## src/rtl/match_pkg.sv

```systemverilog
// Shared state encodings and default sizing for the match window counter.
package match_pkg;

   typedef enum logic {
      ST_IDLE = 1'b0,
      ST_RUN  = 1'b1
   } state_t;

   localparam int DEFAULT_WIN   = 16;
   localparam int DEFAULT_CNT_W = 8;

endpackage

```

## src/rtl/match_fifo2.sv

```systemverilog
// Two-entry first-in first-out buffer for window counts.
// Occupancy is held as two valid flags so that empty/full come straight from flops.
module match_fifo2 #(
   parameter int W = 8
) (
   input  logic         clk,
   input  logic         reset,
   input  logic         push_i,
   input  logic [W-1:0] data_i,
   input  logic         pop_i,
   output logic [W-1:0] data_o,
   output logic         full_o,
   output logic         empty_o,
   output logic         drop_o
);

   logic [W-1:0] head_q, head_d;
   logic [W-1:0] tail_q, tail_d;
   logic         head_vld_q, head_vld_d;
   logic         tail_vld_q, tail_vld_d;
   logic         do_pop;

   assign empty_o = !head_vld_q;
   assign full_o  = tail_vld_q;
   assign data_o  = head_q;
   assign do_pop  = pop_i && head_vld_q;
   assign drop_o  = push_i && tail_vld_q && !do_pop;

   // NOTE: every _d gets its hold value before any branch; a path that skips an assignment would infer a latch.
   always_comb begin
      head_d     = head_q;
      tail_d     = tail_q;
      head_vld_d = head_vld_q;
      tail_vld_d = tail_vld_q;
      if (!head_vld_q) begin
         if (push_i) begin
            head_d     = data_i;
            head_vld_d = 1'b1;
         end
      end else if (!tail_vld_q) begin
         if (push_i && do_pop) begin
            head_d = data_i;
         end else if (push_i) begin
            tail_d     = data_i;
            tail_vld_d = 1'b1;
         end else if (do_pop) begin
            head_vld_d = 1'b0;
         end
      end else if (do_pop) begin
         head_d = tail_q;
         if (push_i) begin
            tail_d = data_i;
         end else begin
            tail_vld_d = 1'b0;
         end
      end
   end

   // NOTE: non-blocking assignments in clocked blocks, so every flop samples the pre-edge value of the others.
   always_ff @(posedge clk) begin
      if (reset) begin
         // NOTE: the storage words are reset as well, because head_q drives the count output and must read 0 after reset.
         head_q     <= '0;
         tail_q     <= '0;
         head_vld_q <= 1'b0;
         tail_vld_q <= 1'b0;
      end else begin
         head_q     <= head_d;
         tail_q     <= tail_d;
         head_vld_q <= head_vld_d;
         tail_vld_q <= tail_vld_d;
      end
   end

endmodule

```

## src/rtl/match_window_counter.sv

```systemverilog
// Counts recognizer match pulses per WIN-cycle window and queues each count for a valid/ready consumer.
// Define MATCH_CNT_SATURATE_EN to clamp the count at its maximum instead of wrapping.
module match_window_counter
   import match_pkg::*;
#(
   parameter int WIN   = DEFAULT_WIN,
   parameter int CNT_W = DEFAULT_CNT_W
) (
   input  logic             clk,
   input  logic             reset,
   input  logic             match,
   input  logic             en,
   output logic [CNT_W-1:0] cnt_data,
   output logic             cnt_valid,
   input  logic             cnt_ready,
   output logic             overflow
);

   localparam int              WC_W = (WIN > 1) ? $clog2(WIN) : 1;
   localparam logic [WC_W-1:0] LAST = WC_W'(WIN - 1);

   state_t           state_q, state_d;
   logic [WC_W-1:0]  win_cnt_q, win_cnt_d;
   logic [CNT_W-1:0] acc_q, acc_d, acc_sum;
   logic             overflow_q, overflow_d;
   logic             push;
   logic             fifo_empty, fifo_full, fifo_drop;

   function automatic logic [CNT_W-1:0] acc_add(input logic [CNT_W-1:0] a, input logic m);
`ifdef MATCH_CNT_SATURATE_EN
      return (m && (&a)) ? a : a + CNT_W'(m);
`else
      return a + CNT_W'(m);
`endif
   endfunction

   assign acc_sum = acc_add(acc_q, match);

   always_comb begin
      state_d   = state_q;
      win_cnt_d = win_cnt_q;
      acc_d     = acc_q;
      push      = 1'b0;
      case (state_q)
         ST_IDLE: begin
            win_cnt_d = '0;
            acc_d     = '0;
            if (en) state_d = ST_RUN;
         end
         ST_RUN: begin
            // The closing cycle pushes even when en is falling in that same cycle.
            push = (win_cnt_q == LAST);
            if (!en || push) begin
               win_cnt_d = '0;
               acc_d     = '0;
            end else begin
               win_cnt_d = win_cnt_q + WC_W'(1);
               acc_d     = acc_sum;
            end
            if (!en) state_d = ST_IDLE;
         end
         default: state_d = ST_IDLE;
      endcase
   end

   assign overflow_d = overflow_q || fifo_drop;

   always_ff @(posedge clk) begin
      if (reset) begin
         state_q    <= ST_IDLE;
         win_cnt_q  <= '0;
         acc_q      <= '0;
         overflow_q <= 1'b0;
      end else begin
         state_q    <= state_d;
         win_cnt_q  <= win_cnt_d;
         acc_q      <= acc_d;
         overflow_q <= overflow_d;
      end
   end

   match_fifo2 #(.W(CNT_W)) u_fifo (
      .clk     (clk),
      .reset   (reset),
      .push_i  (push),
      .data_i  (acc_sum),
      .pop_i   (cnt_ready),
      .data_o  (cnt_data),
      .full_o  (fifo_full),
      .empty_o (fifo_empty),
      .drop_o  (fifo_drop)
   );

   assign cnt_valid = !fifo_empty;
   assign overflow  = overflow_q;

   // Counts are only ever lost when both slots are occupied.
   assert property (@(posedge clk) disable iff (reset) fifo_drop |-> fifo_full);

endmodule

```

## config.mk

```make
export PLATFORM = sky130hd
export DESIGN_NAME = match_window_counter
export DESIGN_NICKNAME = d
export VERILOG_FILES = /design/src/rtl/match_pkg.sv /design/src/rtl/match_fifo2.sv /design/src/rtl/match_window_counter.sv
export SDC_FILE = /design/constraint.sdc
export NUM_CORES = 1
export LEC_CHECK = 0
export ABC_AREA = 1
export CELL_PAD_IN_SITES_DETAIL_PLACEMENT = 1
export CELL_PAD_IN_SITES_GLOBAL_PLACEMENT = 1
export CORE_MARGIN = 1.5
export CORE_UTILIZATION = 29
export CTS_BUF_LIST = sky130_fd_sc_hd__clkbuf_4 sky130_fd_sc_hd__clkbuf_8
export CTS_CLUSTER_SIZE = 30
export DETAILED_ROUTE_END_ITERATION = 6
export GPL_TIMING_DRIVEN = 0
export PLACE_DENSITY = 0.63
export SLEW_MARGIN = 0
export SYNTH_ARGS = -nofsm -noshare
export SYNTH_HDL_FRONTEND = slang
export SYNTH_SLANG_ARGS = --single-unit
```

## constraint.sdc

```tcl
create_clock -name clk -period 1.3 [get_ports clk]
set_input_delay 0.26 -clock clk [delete_from_list [all_inputs] [get_ports clk]]
set_output_delay 0.26 -clock clk [all_outputs]
set_load 0.05 [all_outputs]
```

* Yosys cells after proc, flatten, opt, wreduce, memory -nomap -nowiden *
Index checks and enable logic that the tools add are counted.

operators by class
  add/sub/neg operators = 2
  eq/ne operators = 5
  muxes and demuxes = 24
  bitwise operators = 1
  reductions and logical operators = 11

operator list
  kind                                           count
  two-way mux 8 bit                              10
  one-hot mux 8 bit (2 select lines)             1
  two-way mux 1 bit                              11
  adder 8 x 1 -> 8 bit                           1
  one-hot mux 4 bit (2 select lines)             1
  != test 3 bit, second input constant           2
  AND reduction 3 bit                            2
  adder 4 x 1 -> 4 bit, second input constant    1
  == test 4 bit, second input constant           1
  logical AND 1 bit                              4
  two-way mux 4 bit                              1
  zero test 1 bit                                2
  logical OR 1 bit                               2
  != test 2 x 1 -> 1 bit, second input constant  1
  != test 2 bit, second input constant           1
  nonzero test 2 bit                             1
  NOT 1 bit                                      1

word-level totals
  register bits after elaboration = 32
  output and inout port bits = 10

* Depth between registers and ports, before layout *
  depth in word-level cells = 6
  mapped depth = 9

* Cells and area by module *
Synthesis repeated with hierarchy kept, for this count alone.

second synthesis, totals
  cell total of the unflattened synthesis = 240
  area, all modules = 1594.0 um^2

modules (own cells, without submodules)
  module                instances  cells each  area an instance (um^2)
  match_fifo2           1          157         969.7
  match_window_counter  1          83          624.3

* Least setup slack after synthesis *
OpenSTA, ideal clock, no wires.

  path type = register to register
  start = reg u_fifo.head_vld_q
  end = reg u_fifo.head_q[3], in the netlist u_fifo.data_o[3]
  arrival time = 1458 ps
  required time = 1186 ps
  slack = -272 ps
  cell stages (with the launch flop) = 6
  path buffers = 1
  clock period less this slack = 1572 ps
  cells stage by stage = dfxtp_1 nand2_1 buf_2 or2_0 a21oi_1 nor2_1

between the ends
  word-level cells in the longest chain between the ends = 4
  elaborated cells on any way between the ends = 7
  those cells by class = eq/ne: 2; mux: 1; reduce/logical: 4

RTL lines
  what                                  RTL line           source
  from (decl)                           match_fifo2.sv:19  logic head_vld_q, head_vld_d;
  from (signal assigned)                match_fifo2.sv:70  head_vld_q <= head_vld_d;
  logical AND 1 bit                     match_fifo2.sv:26  assign do_pop = pop_i && head_vld_q;
  logical AND 1 bit                     match_fifo2.sv:41  if (push_i && do_pop) begin
  != test 3 bit (no source line)        -
  AND reduction 3 bit (no source line)  -
  to (signal assigned)                  match_fifo2.sv:63  head_q <= '0;
  to (signal assigned)                  match_fifo2.sv:68  head_q <= head_d;
  to (decl)                             match_fifo2.sv:17  logic [W-1:0] head_q, head_d;

Several ways; a longest one is shown, not always the timed one.
A chain may end at the register's enable or synchronous reset.

* Worst setup path in the final report *
  start = reg win_cnt_q[1]
  end = reg u_fifo.tail_q[7]

between the ends
  word-level cells in the longest chain between the ends = 5
  elaborated cells on any way between the ends = 9
  those cells by class = eq/ne: 2; mux: 5; reduce/logical: 2

RTL lines
  what                                                                       RTL line                    source
  from (decl)                                                                match_window_counter.sv:23  logic [WC_W-1:0] win_cnt_q, win_cnt_d;
  from (signal assigned)                                                     match_window_counter.sv:76  win_cnt_q <= win_cnt_d;
  == test 4 bit *                                                            match_window_counter.sv:52  push = (win_cnt_q == LAST);
  two-way mux 1 bit *                                                        match_window_counter.sv:44  case (state_q)
  logical AND 1 bit or two-way mux 8 bit (tied branches)                     -
  != test 2 x 1 -> 1 bit (no source line), or another cell as far along      -
  AND reduction 3 bit (no source line) or two-way mux 8 bit (tied branches)  -
  to (signal assigned)                                                       match_fifo2.sv:69           tail_q <= tail_d;
  to (decl)                                                                  match_fifo2.sv:18           logic [W-1:0] tail_q, tail_d;

Every way passes the cells marked *; elsewhere a longest branch is shown, timed or not. The select of a mux whose other input is x is not followed.

==> flow_summary.json <==
{
  "place_area_um2": 1644,
  "worst_slack_ps": 11.76,
  "fp-row-count": 25,
  "worstRegToRegCells": 6,
  "netlist_area_um2": 1414,
  "r2r-end": "u_fifo.tail_q[7]$_SDFFE_PP0P_",
  "r2r_slack_ps": 10,
  "routed_wl_mm": 3.430,
  "drive_gt1_share_pct": 31.08,
  "fin_nets": 229,
  "grt_pass1_vias": 1302,
  "antenna_found_initial": 0,
  "area_delta_synth_final_pct": 37.52,
  "finalSetupViolations": 0,
  "cp.arrival_ps": 1520,
  "register_area_um2": 651.9,
  "yosys_warnings": 0,
  "synth_cells": 193,
  "grt_overflow": 0,
  "worstSetupPathType": "reg2reg",
  "status": "completed",
  "vias": 1289,
  "fin_skew_ps": 1.951,
  "boundaryPins": 15,
  "yosysSeqAreaShare_pct": 45.31,
  "startpoint_type": "flop",
  "drv_slew": 0,
  "antenna_cells": 0,
  "clock-sinks": 32,
  "maxSlewHeadroom_pct": 81.18,
  "post-route-cell-area_um2": 1944,
  "cts.reportedPaths.clkPinSlew_ps": 70,
  "synth_fa_ha_area_share_pct": 2.655,
  "ys_types": 23,
  "fmaxAchievable_mhz": 776.3,
  "leakage_nw": 0.7966,
  "htree_levels": 2,
  "clk_path_buf_depth": 2,
  "p_per_area_nw_per_um2": 945.3,
  "worstSetupEndpointType": "flop",
  "cts_made_buffers": 5,
  "rsz0062_at_grt": "true",
  "core_um2": 4723,
  "place_ws_ps": -613.4,
  "whs_endpoint": "u_fifo.data_o[2]$_SDFFE_PP0P_",
  "holdPathStages": 2,
  "synth-simple-area-share_pct": 30.88,
  "peakVddDrop_v": 0.0006449,
  "synth-seq-cells": 32,
  "cts_tree": "built",
  "synth_compound_area_share_pct": 12.04,
  "hp-class": "in2reg",
  "firstDrtPassIters": 4,
  "ant_nets": 0,
  "rr_startpoint": "win_cnt_q[1]$_SDFF_PP0_",
  "hpwl_mm": 2.372,
  "initial_utilization_pct": 29.93,
  "hold_viol": 0,
  "grt_start_max_net_pins": 11,
  "hold_start": "reset",
  "synth-xor-area-share_pct": 1.239,
  "drt_iter0_drc": 39,
  "maxCapViolCount": 0,
  "io_buffers": 14,
  "cp.required_ps": 1530,
  "num-fill-cells": 584,
  "synth.area.mux_share_pct": 0,
  "multi_input_comb_area_um2": 805.8,
  "die_h_um": 72.83,
  "drc": 0,
  "cp_max_fo": 8,
  "tightest_slew_ps": 283.7,
  "fin_crit_ps": 1288,
  "synth_top_family_by_area": "simple AND/OR/NAND/NOR gates",
  "die_w_um": 72.83,
  "routedWlPerCell_um": 11.87,
  "insertion_delay_ps": 290,
  "grt_pass1_wl_mm": 5.892,
  "synth_nets": 201,
  "track_usage_pct": 14.82,
  "dieArea_um2": 5303,
  "fin_crit_sh_pct": 99.10,
  "via_per_inst": 4.460,
  "gp_congestion": 0.6998,
  "avgSynthCellArea_um2": 7.326,
  "cts_root_buf": "clkbuf_8"
}
-- worst max-delay path: stages (launching register included) --
cell and delay (ps):
dfxtp_2 350, ha_4 160, nand4_4 160, buf_6 170, nor2_4 200, o21ai_0 110, nor2_1 80
-- layout make-up --
| class | instances | share of cell area [%] |
|---|---|---|
| Timing Repair Buffer | 21 | 9.974 |
| Tap cell | 67 | 4.311 |
| Sequential cell | 32 | 33.53 |
| Clock inverter | 2 | 0.5148 |
| Clock buffer | 6 | 4.247 |
| Buffer | 4 | 1.737 |
| Inverter | 22 | 4.247 |
| Multi-Input combinational cell | 135 | 41.44 |
-- how the worst max path moves through the flow --
| stage | slack (ps) | end | cells after the start | startpoint |
|---|---|---|---|---|
| 6_report | 10 | u_fifo.tail_q[7]$_SDFFE_PP0P_ | 6 | win_cnt_q[1]$_SDFF_PP0_ |
| 5_1_grt | -90 | u_fifo.tail_q[3]$_SDFFE_PP0P_ | 6 | win_cnt_q[1]$_SDFF_PP0_ |
| 4_1_cts | 1 | u_fifo.tail_q[7]$_SDFFE_PP0P_ | 6 | win_cnt_q[0]$_SDFF_PP0_ |
| 3_5_place_dp | -610 | u_fifo.data_o[6]$_SDFFE_PP0P_ | 8 | match |
| 3_3_place_gp | -610 | u_fifo.data_o[6]$_SDFFE_PP0P_ | 8 | match |
| 2_1_floorplan | 20 | u_fifo.data_o[0]$_SDFFE_PP0P_ | 7 | win_cnt_q[0]$_SDFF_PP0_ |
-- per-stage QoR --
stage               power, W  cells  TNS (ps)  hold WS [ps]  util (%)
finish              0.001838    289         0         443.8     41.17
global placement    0.001046    274    -10920         432.8     34.81
floorplan           0.001024    193         0         319.7         -
global route        0.001911    289    -935.8         492.2     41.17
CTS                 0.001870    286         0         434.3     39.42
detailed placement  0.001047    274    -11360         446.7     34.81
-- layout by cell type (no fill, tap or decap), drive strengths merged --
master	Yosys	final
or2	3	3
inv	22	22
dlygate4sd2	0	2
o21ai	16	16
clkdlybuf4s50	0	2
clkdlybuf4s15	0	8
ha	3	3
xnor2	2	2
dfxtp	32	32
clkinv	0	2
buf	4	13
nor2	39	39
nand4	2	2
nand3	13	13
a31oi	2	2
clkbuf	0	6
nand2	41	41
a21oi	14	14
-- cells by family after synthesis --
group                    count (synthesis)
buffers and inverters                   26
AND/OR/NAND/NOR                         98
flip-flops                              32
XOR/XNOR                                 2
adder cells (fa/ha/maj)                  3
AO/OA/AOI/OAI                           32
-- timing repair --
| action | CTS | global route |
|---|---|---|
| resized for setup | 59 | 24 |
| pin swaps | 3 | 14 |
| endpoints found under the setup margin | 36 | 18 |
| hold buffers | 0 | 0 |
| buffers inserted | 4 | 3 |
-- cell usage after synthesis, drive strengths merged --
| cell type | n | share of area, % |
|---|---|---|
| dfxtp | 32 | 45 |
| buf | 4 | 2.0 |
| a31oi | 2 | 0.88 |
| inv | 22 | 5.8 |
| nand4 | 2 | 1.9 |
| xnor2 | 2 | 1.2 |
| nand2 | 41 | 12 |
| nand3 | 13 | 5.0 |
| ha | 3 | 2.7 |
| o21ai | 16 | 5.7 |
| a21oi | 14 | 5.5 |
| or2 | 3 | 1.3 |
| nor2 | 39 | 11 |
-- state kept, by name, indices dropped and copies added, names as in the netlist --
signal             flops
state_q                1
win_cnt_q              4
overflow               1
u_fifo.full_o          1
acc_q                  8
u_fifo.data_o          8
u_fifo.tail_q          8
u_fifo.head_vld_q      1
-- power breakdown --
group	switching, W	leakage, nW	internal (W)
sequential	0.00000294	0.262	0.000981
combinational	0.0000245	0.484	0.0000201
clock	0.000387	0.0510	0.000422
total	0.000414	0.797	0.00142
-- per-layer routing --
metal / part of all wire (%) / GRT usage, % / routed length (um) / up-vias
met3: 2.3 / 3.315 / 79 / 7
met1: 47 / 18.23 / 1619 / 599
met5: 0 / 0 / 0 / -
met2: 49 / 24.57 / 1664 / 14
met4: 2.0 / 6.918 / 68 / 0
li1: - / - / - / 669
Note: power is estimated with default switching activity, not from simulation.
